## src/rtl/operand_gen.sv

```systemverilog
// Operand-pair generator: directed prologue then LFSR-driven random pairs
// presented to the adder stage over a valid/ready handshake.
module operand_gen #(
    parameter int W     = 3,
    parameter int CNT_W = 8
) (
    input  logic             clk,
    input  logic             rst,
    input  logic             start,
    input  logic             dir_en,
    input  logic [CNT_W-1:0] num_txn,
    input  logic [15:0]      seed,
    input  logic             ready_i,
    output logic             valid_o,
    output logic [W-1:0]     x_o,
    output logic [W-1:0]     y_o,
    output logic             last_o,
    output logic             busy,
    output logic             done
);

    localparam logic [1:0] IDLE = 2'd0;
    localparam logic [1:0] DIR  = 2'd1;
    localparam logic [1:0] RAND = 2'd2;
    localparam logic [1:0] DONE = 2'd3;

    localparam logic [15:0]      LFSR_INIT = 16'hACE1;
    localparam logic [W-1:0]     DIR_BASE  = W'((1 << W) - 3);
    localparam logic [CNT_W-1:0] ONE       = CNT_W'(1);

    logic [1:0]       state, state_n;
    logic [15:0]      lfsr, lfsr_n, lfsr_step;
    logic [1:0]       idx, idx_n;
    logic [CNT_W-1:0] cnt, cnt_n;
    logic [CNT_W-1:0] num, num_n;
    logic             xfer;

    logic             valid_n, last_n;
    logic [W-1:0]     x_n, y_n;

    assign xfer      = valid_o & ready_i;
    assign lfsr_step = {lfsr[14:0], lfsr[15] ^ lfsr[13] ^ lfsr[12] ^ lfsr[10]};

    always_comb begin
        state_n = state;
        lfsr_n  = lfsr;
        idx_n   = idx;
        cnt_n   = cnt;
        num_n   = num;
        unique case (state)
            IDLE, DONE: begin
                if (start) begin
                    num_n  = num_txn;
                    lfsr_n = (seed == 16'd0) ? LFSR_INIT : seed;
                    idx_n  = 2'd0;
                    cnt_n  = '0;
                    if (dir_en)
                        state_n = DIR;
                    else if (num_txn != '0)
                        state_n = RAND;
                    else
                        state_n = DONE;
                end
            end
            DIR: begin
                if (xfer) begin
                    if (idx == 2'd2)
                        state_n = (num != '0) ? RAND : DONE;
                    else
                        idx_n = idx + 2'd1;
                end
            end
            RAND: begin
                if (xfer) begin
                    lfsr_n = lfsr_step;
                    cnt_n  = cnt + ONE;
                    if (cnt + ONE == num)
                        state_n = DONE;
                end
            end
            default: state_n = IDLE;
        endcase
    end

    // Outputs are registered from next-state values, so a stalled pair
    // is held naturally because none of those values move without xfer.
    always_comb begin
        valid_n = 1'b0;
        last_n  = 1'b0;
        x_n     = '0;
        y_n     = '0;
        if (state_n == DIR) begin
            valid_n = 1'b1;
            x_n     = DIR_BASE + W'(idx_n);
            y_n     = DIR_BASE + W'(idx_n);
            last_n  = (idx_n == 2'd2) && (num_n == '0);
        end else if (state_n == RAND) begin
            valid_n = 1'b1;
            x_n     = lfsr_n[W-1:0];
            y_n     = lfsr_n[2*W-1:W];
            last_n  = (cnt_n + ONE == num_n);
        end
    end

    always_ff @(posedge clk) begin
        if (rst) begin
            state   <= IDLE;
            lfsr    <= LFSR_INIT;
            idx     <= 2'd0;
            cnt     <= '0;
            num     <= '0;
            valid_o <= 1'b0;
            x_o     <= '0;
            y_o     <= '0;
            last_o  <= 1'b0;
            busy    <= 1'b0;
            done    <= 1'b0;
        end else begin
            state   <= state_n;
            lfsr    <= lfsr_n;
            idx     <= idx_n;
            cnt     <= cnt_n;
            num     <= num_n;
            valid_o <= valid_n;
            x_o     <= x_n;
            y_o     <= y_n;
            last_o  <= last_n;
            busy    <= valid_n;
            done    <= (state_n == DONE);
        end
    end

endmodule

```

## config.mk

```make
export PLATFORM = sky130hd
export DESIGN_NAME = operand_gen
export DESIGN_NICKNAME = d
export VERILOG_FILES = /design/src/rtl/operand_gen.sv
export SDC_FILE = /design/constraint.sdc
export NUM_CORES = 1
export LEC_CHECK = 0
export BUFFER_PORTS_ARGS = -buffer_cell sky130_fd_sc_hd__buf_2
export CELL_PAD_IN_SITES_DETAIL_PLACEMENT = 2
export CELL_PAD_IN_SITES_GLOBAL_PLACEMENT = 2
export CORE_MARGIN = 5
export CORE_UTILIZATION = 31
export CTS_BUF_LIST = sky130_fd_sc_hd__clkbuf_16
export DETAILED_ROUTE_END_ITERATION = 10
export GPL_ROUTABILITY_DRIVEN = 0
export PLACE_DENSITY_LB_ADDON = 0.1
export SETUP_SLACK_MARGIN = 0.4
export SLEW_MARGIN = 20
export SYNTH_ARGS = -nofsm -noshare
export SYNTH_HDL_FRONTEND = slang
export SYNTH_SLANG_ARGS = --single-unit
```

## constraint.sdc

```tcl
create_clock -name clk -period 3.3 [get_ports clk]
set_clock_uncertainty 0.2 [all_clocks]
set_input_delay 0.165 -clock clk [delete_from_list [all_inputs] [get_ports clk]]
set_output_delay 0.165 -clock clk [all_outputs]
set_load 0.1 [all_outputs]
```

==> results.sh, run 1 <==
export IMPL_status="finished, final reports clean"
export IMPL_worstPathRequired_ns=3.30
export IMPL_hp_class="in2reg"
export IMPL_grt_max_degree=36
export IMPL_synth_yosys_warnings=0
export IMPL_drv_slew=0
export IMPL_core_mm2=0.008806
export IMPL_die_x_um=105.6
export IMPL_cp_start_kind="flip-flop"
export IMPL_synth_nets=378
export IMPL_drt_pass1_iterations=4
export IMPL_timing_fmax_mhz=350.6
export IMPL_yosys_top_cells_area="dfxtp_1, nor2_1, ha_1, xnor2_1, o21ai_0"
export IMPL_tightest_slew_ns=0.7355
export IMPL_die_h_um=105.6
export IMPL_slew_headroom_pct=50.52
export IMPL_grt_pass1_wl_mm=16.33
export IMPL_p_per_area_mw_per_mm2=883.2
export IMPL_start_util_pct=32.14
export IMPL_area_delta_synth_final_pct=28.82
export IMPL_finalCriticalPeriod_ns=2.852
export IMPL_r2r_setup_slack_ns=0.45
export IMPL_syn_avg_cell_area_um2=8.398
export IMPL_port_buffers=38
export IMPL_final_cell_mix="nor2_1, dfxtp_1, buf_2"
export IMPL_antennaDiodeCount=0
export IMPL_hold_violations=0
export IMPL_track_usage_pct=18.56
export IMPL_dp_hpwl_mm=7.469
export IMPL_htreeDepth=2
export IMPL_cts_made_buffers=5
export IMPL_clkSinkCount=45
export IMPL_rsz0062_at_grt="yes"
export IMPL_grt_pass1_vias=3066
export IMPL_die_area_mm2=0.01114
export IMPL_dp_slack_ns=-0.1196
export IMPL_drive_gt1_share_pct=28.83
export IMPL_yosysSeqAreaShare_pct=31.83
export IMPL_synthFlopType="dfxtp_1"
export IMPL_arrival_ns=2.86
export IMPL_drv_cap=0
export IMPL_drt_iter0_markers=101
export IMPL_drc=0
export IMPL_post_drt_wl_per_cell_um=20.31
export IMPL_vias=2730
export IMPL_synthArstFlopShare_pct=0
export IMPL_clk_pin_slew_worst_paths_ns=0.06
export IMPL_ir_worst_vdd_mv=0.5039
export IMPL_synth_seq_cells=45
export IMPL_placementRows=34
export IMPL_synth_cells=337
export IMPL_synth_edf_count=0
export IMPL_clock_latency_ns=0.29
export IMPL_cts_tree="built"
export IMPL_end_kind="flip-flop"
export IMPL_ios=39
export IMPL_fin_crit_sh_pct=86.42
export IMPL_leakage_uw=0.001526
export IMPL_clockBufferDepth=2
export IMPL_whs_ns=0.009210
export IMPL_post_synth_top_area_cell="dfxtp_1"
export IMPL_antenna_left=0
export IMPL_setup_slack_ns=0.4481
export IMPL_fin_tns_setup_ns=0
export IMPL_via_per_inst=5.460
export IMPL_worstPathMaxFanout=3
export IMPL_netlist_area_mm2=0.002830
export IMPL_setup_violations=0
export IMPL_critPathKind="reg2reg"
export IMPL_finalNetCount=432
export IMPL_wl_mm=10.15
export IMPL_synth_distinct_cells=58
export IMPL_clockRootBuffer="clkbuf_16"
export IMPL_final_core_util_pct=41.40
export IMPL_gr_total_overflow=0
export IMPL_antenna_found_initial=0
export IMPL_layout_commonest_cell="nor2_1"
export IMPL_synth_top_cell_area_share_pct=31.83
==> cells in the mapped netlist (4+ instances only) <==
cell type  instances
inv_1             13
a21oi_1           17
a22oi_1            6
clkbuf_1          11
buf_2              6
nor3_1             5
xor2_1             7
nand3_1            7
mux2i_1            9
a22o_1             7
nor2_1            43
xnor2_1           17
o21ai_0           21
dfxtp_1           45
nand2b_1           6
nand2_1           19
and3_1             7
ha_1              12
nor2b_1            8
a221o_1            6
nor4_1             8
o211ai_1           5
a222oi_1           4
==> critical path: stages (launching register included) <==
cell	delay (ns)
dfxtp_4	0.37
inv_4	0.04
ha_4	0.22
nor2b_4	0.12
or3_4	0.43
a22o_4	0.28
ha_4	0.17
inv_4	0.07
a21oi_4	0.04
xnor3_1	0.23
nand2b_1	0.07
mux2_4	0.28
o31ai_2	0.24
==> sequential cells by signal (all words and copies together) (netlist names) <==
register	cells
lfsr	16
idx	2
state	2
cnt	8
done	1
y_o	3
x_o	3
busy	1
last_o	1
num	8
==> power breakdown <==
group          total, µW  switching [µW]  leakage (µW)  internal [µW]
Combinational       1930            1190       0.00108            741
Sequential           805             115      0.000371            689
Clock                489             214     0.0000748            275
==> cell families (layout without fill, tap and decap cells) <==
group	Yosys count	in the layout	share of synthesized area (%)
compound gates	91	91	23.25
mux	11	11	4.244
xor+xnor	25	25	8.223
flops	45	45	31.83
fa+ha+maj	12	12	5.305
buf+inv	34	89	5.437
simple gates	119	119	21.71
==> per-stage QoR <==
stage,cells,total power [µW],instance area [µm²]
3_3_place_gp,474,2431,3186
2_1_floorplan,337,2054,2888
3_5_place_dp,474,2478,3186
6_report,500,3220,3646
4_1_cts,495,3147,3540
5_1_grt,500,3430,3646
==> final cells by class <==
class	instances	area, µm²
timing repair buffer	68	437.9
inverter	13	53.80
clock buffer	5	125.1
sequential	45	917.1
multi-input combinational	258	1963
clock inverter	3	13.76
tap	108	135.1
fill	1000	5160
==> what timing repair did <==
item	in CTS	in global routing
endpoints found under the setup margin	7	1
hold endpoints to repair	6	0
pin swaps	11	6
gates resized for setup	22	16
cloned	0	0
setup buffers	7	5
hold buffers	6	0
==> final timing paths <==
check / from / end / cells after the start
min: num_txn[0] / num[0] / 3
max reg2reg: state[0] / last_o / 12
max: state[0] / last_o / 12
min reg2reg: lfsr[6] / lfsr[6] / 1
==> per-layer routing <==
metal	routed length [µm]	GRT usage (%)	part of all wire [%]
met1	4335	21.64	43
met2	5386	34.38	53
met3	186	2.323	1.8
met4	245	7.216	2.4
met5	0	0	0
(Power assumes the default switching activity.)
==> run 2, diff against run 1 <==
--- a/config.mk
+++ b/config.mk
@@ -8,8 +8,8 @@
 export BUFFER_PORTS_ARGS = -buffer_cell sky130_fd_sc_hd__buf_2
 export CELL_PAD_IN_SITES_DETAIL_PLACEMENT = 2
 export CELL_PAD_IN_SITES_GLOBAL_PLACEMENT = 2
-export CORE_MARGIN = 5
-export CORE_UTILIZATION = 31
+export CORE_MARGIN = 4
+export CORE_UTILIZATION = 25
 export CTS_BUF_LIST = sky130_fd_sc_hd__clkbuf_16
 export DETAILED_ROUTE_END_ITERATION = 10
 export GPL_ROUTABILITY_DRIVEN = 0
==> run 2 against run 1 <==
Against the previous run: via count grew 0.48%; non-clock buffer count grew 9; sequential power shrank 0.5%; worst setup slack gained 0.027 ns; clock-buffer cell count is the same; first-iteration DRC count shrank 3.0%; clock power grew 21%; routed wire length shrank 1.7%; critical path type unchanged; critical endpoint is now y_o[2]; largest cell class unchanged; highest routed layer unchanged.
==> results.sh, run 2 (synthesis gave the netlist of run 1 again) <==
export IMPL_status="finished, final reports clean"
export IMPL_area_delta_synth_final_pct=33.47
export IMPL_finalCriticalPeriod_ns=2.825
export IMPL_antenna_found_initial=0
export IMPL_drt_pass1_iterations=4
export IMPL_clockRootBuffer="clkbuf_16"
export IMPL_start_util_pct=25.77
export IMPL_ir_worst_vdd_mv=0.4808
export IMPL_drt_iter0_markers=98
export IMPL_cp_start_kind="flip-flop"
export IMPL_finalNetCount=441
export IMPL_top_register="lfsr"
export IMPL_antennaDiodeCount=0
export IMPL_path_cells="nor4_1, nand3_2, o21ai_1, a22o_1, o31ai_4, buf_4, ha_1, nor2b_4, buf_4, a21oi_1, nor2_1"
export IMPL_hp_class="in2reg"
export IMPL_fillers=1245
export IMPL_leakage_uw=0.001568
export IMPL_grt_max_degree=27
export IMPL_setup_violations=0
export IMPL_cp_common_cell="buf_4"
export IMPL_final_cell_mix="nor2_1, dfxtp_1, buf_2"
export IMPL_post_drt_wl_per_cell_um=18.45
export IMPL_r2r_setup_slack_ns=0.47
export IMPL_wl_mm=9.982
export IMPL_holdPathEnd="lfsr[1]"
export IMPL_slew_headroom_pct=44.41
export IMPL_grt_pass1_wl_mm=16.04
export IMPL_clock_latency_ns=0.30
export IMPL_vias=2743
export IMPL_reg2reg_depth=11
export IMPL_clk_pin_slew_worst_paths_ns=0.07
export IMPL_drv_slew=0
export IMPL_clockBufferDepth=2
export IMPL_die_h_um=114.4
export IMPL_cts_made_buffers=5
export IMPL_via_per_inst=5.070
export IMPL_die_area_mm2=0.01309
export IMPL_min_delay_path_depth=3
export IMPL_worstPathMaxFanout=6
export IMPL_reg2reg_from="num[2]"
export IMPL_whs_ns=0.003954
export IMPL_layout_commonest_cell="nor2_1"
export IMPL_hold_violations=0
export IMPL_cp_slowest_cell="nor4_1"
export IMPL_tightest_slew_ns=0.8262
export IMPL_core_mm2=0.01098
export IMPL_fin_tns_setup_ns=0
export IMPL_gr_total_overflow=0
export IMPL_largest_reg_flops=16
export IMPL_drive_gt1_share_pct=29.93
export IMPL_end_kind="flip-flop"
export IMPL_top_regs="lfsr: 16 flops, cnt: 8 flops, num: 8 flops"
export IMPL_dp_hpwl_mm=7.447
export IMPL_clkSinkCount=45
export IMPL_ios=39
export IMPL_htreeDepth=2
export IMPL_crit_cells=11
export IMPL_worstPathRequired_ns=3.27
export IMPL_crit_buf_inv=2
export IMPL_antenna_left=0
export IMPL_worstReg2RegEnd="y_o[2]"
export IMPL_min_delay_start="seed[1]"
export IMPL_port_buffers=38
export IMPL_cts_tree="built"
export IMPL_arrival_ns=2.80
export IMPL_timing_critical_path_slowest_cell_delay_ns=0.72
export IMPL_drc=0
export IMPL_fin_crit_sh_pct=85.62
export IMPL_p_per_area_mw_per_mm2=869.0
export IMPL_drv_cap=0
export IMPL_die_x_um=114.4
export IMPL_timing_fmax_mhz=353.9
export IMPL_critPathKind="reg2reg"
export IMPL_track_usage_pct=15.61
export IMPL_grt_pass1_vias=3011
export IMPL_crit_family="simple AND/OR/NAND/NOR gates"
export IMPL_rsz0062_at_grt="yes"
export IMPL_placementRows=38
-- run 2: changes by cell type in the layout (fill, tap and decap cells not counted), moves of 2 or more --
cell           previous run  this run
clkinv_2                  2         0
nand3_2                   0         2
dlygate4sd3_1             6         8
and3_4                    2         4
buf_4                    22        29
nand3_1                   7         5
-- run 2: power by group --
part | total [µW] | internal [µW] | switching (µW)
Sequential | 801 | 688 | 113
Clock | 592 | 359 | 233
Combinational | 1890 | 745 | 1140
Total | 3280 | 1790 | 1490
-- run 2: area by class of cell --
type / count / area, µm² / area share, %
clock buffer: 5 / 125.1 / 3.312
clock inverter: 3 / 46.29 / 1.226
inverter: 13 / 51.30 / 1.358
multi-input combinational: 258 / 1948 / 51.57
sequential: 45 / 920.9 / 24.38
tap: 140 / 175.2 / 4.637
timing repair buffer: 77 / 510.5 / 13.51
-- run 2: how the worst max path moves through the flow --
stage	from	slack (ns)	to
after detailed placement	cnt[0]	0.04	last_o
after global routing	num[2]	0.28	y_o[2]
after floorplan	cnt[0]	0.41	last_o
after global placement	cnt[0]	0.17	last_o
final	num[2]	0.47	y_o[2]
after CTS	cnt[0]	0.40	last_o
-- run 2: worst register-to-register path, delay by kind of cell, from the launching register on --
family,cells,cell delay (ns)
simple gates,4,1.08
flops,1,0.39
compound gates,4,0.56
buf+inv,2,0.29
fa+ha+maj,1,0.18
-- run 2: per-stage QoR --
step | utilization [%] | worst slack (ns) | cells | power (µW) | area (µm²)
after global placement | 29.44 | 0.1681 | 507 | 2440 | 3233
final | 34.39 | 0.4746 | 541 | 3283 | 3777
after detailed placement | 29.44 | 0.04354 | 507 | 2459 | 3233
after global routing | 34.39 | 0.2808 | 541 | 3528 | 3777
after floorplan | - | 0.4144 | 337 | 2054 | 2888
after CTS | 32.74 | 0.4043 | 529 | 3193 | 3596
-- run 2: what timing repair did --
item / in CTS / in global routing
hold endpoints to repair: 8 / 0
pin swaps: 3 / 13
hold buffers: 8 / 0
resized for setup: 15 / 21
setup buffers: 6 / 12
endpoints found under the setup margin: 5 / 4
-- run 2: layer usage --
layer	track usage [%]	wire length [µm]	vias up
li1	-	-	1341
met1	19.70	4490	1363
met2	27.71	5175	29
met3	2.590	185	10
met4	3.563	130	0
met5	0	0	-
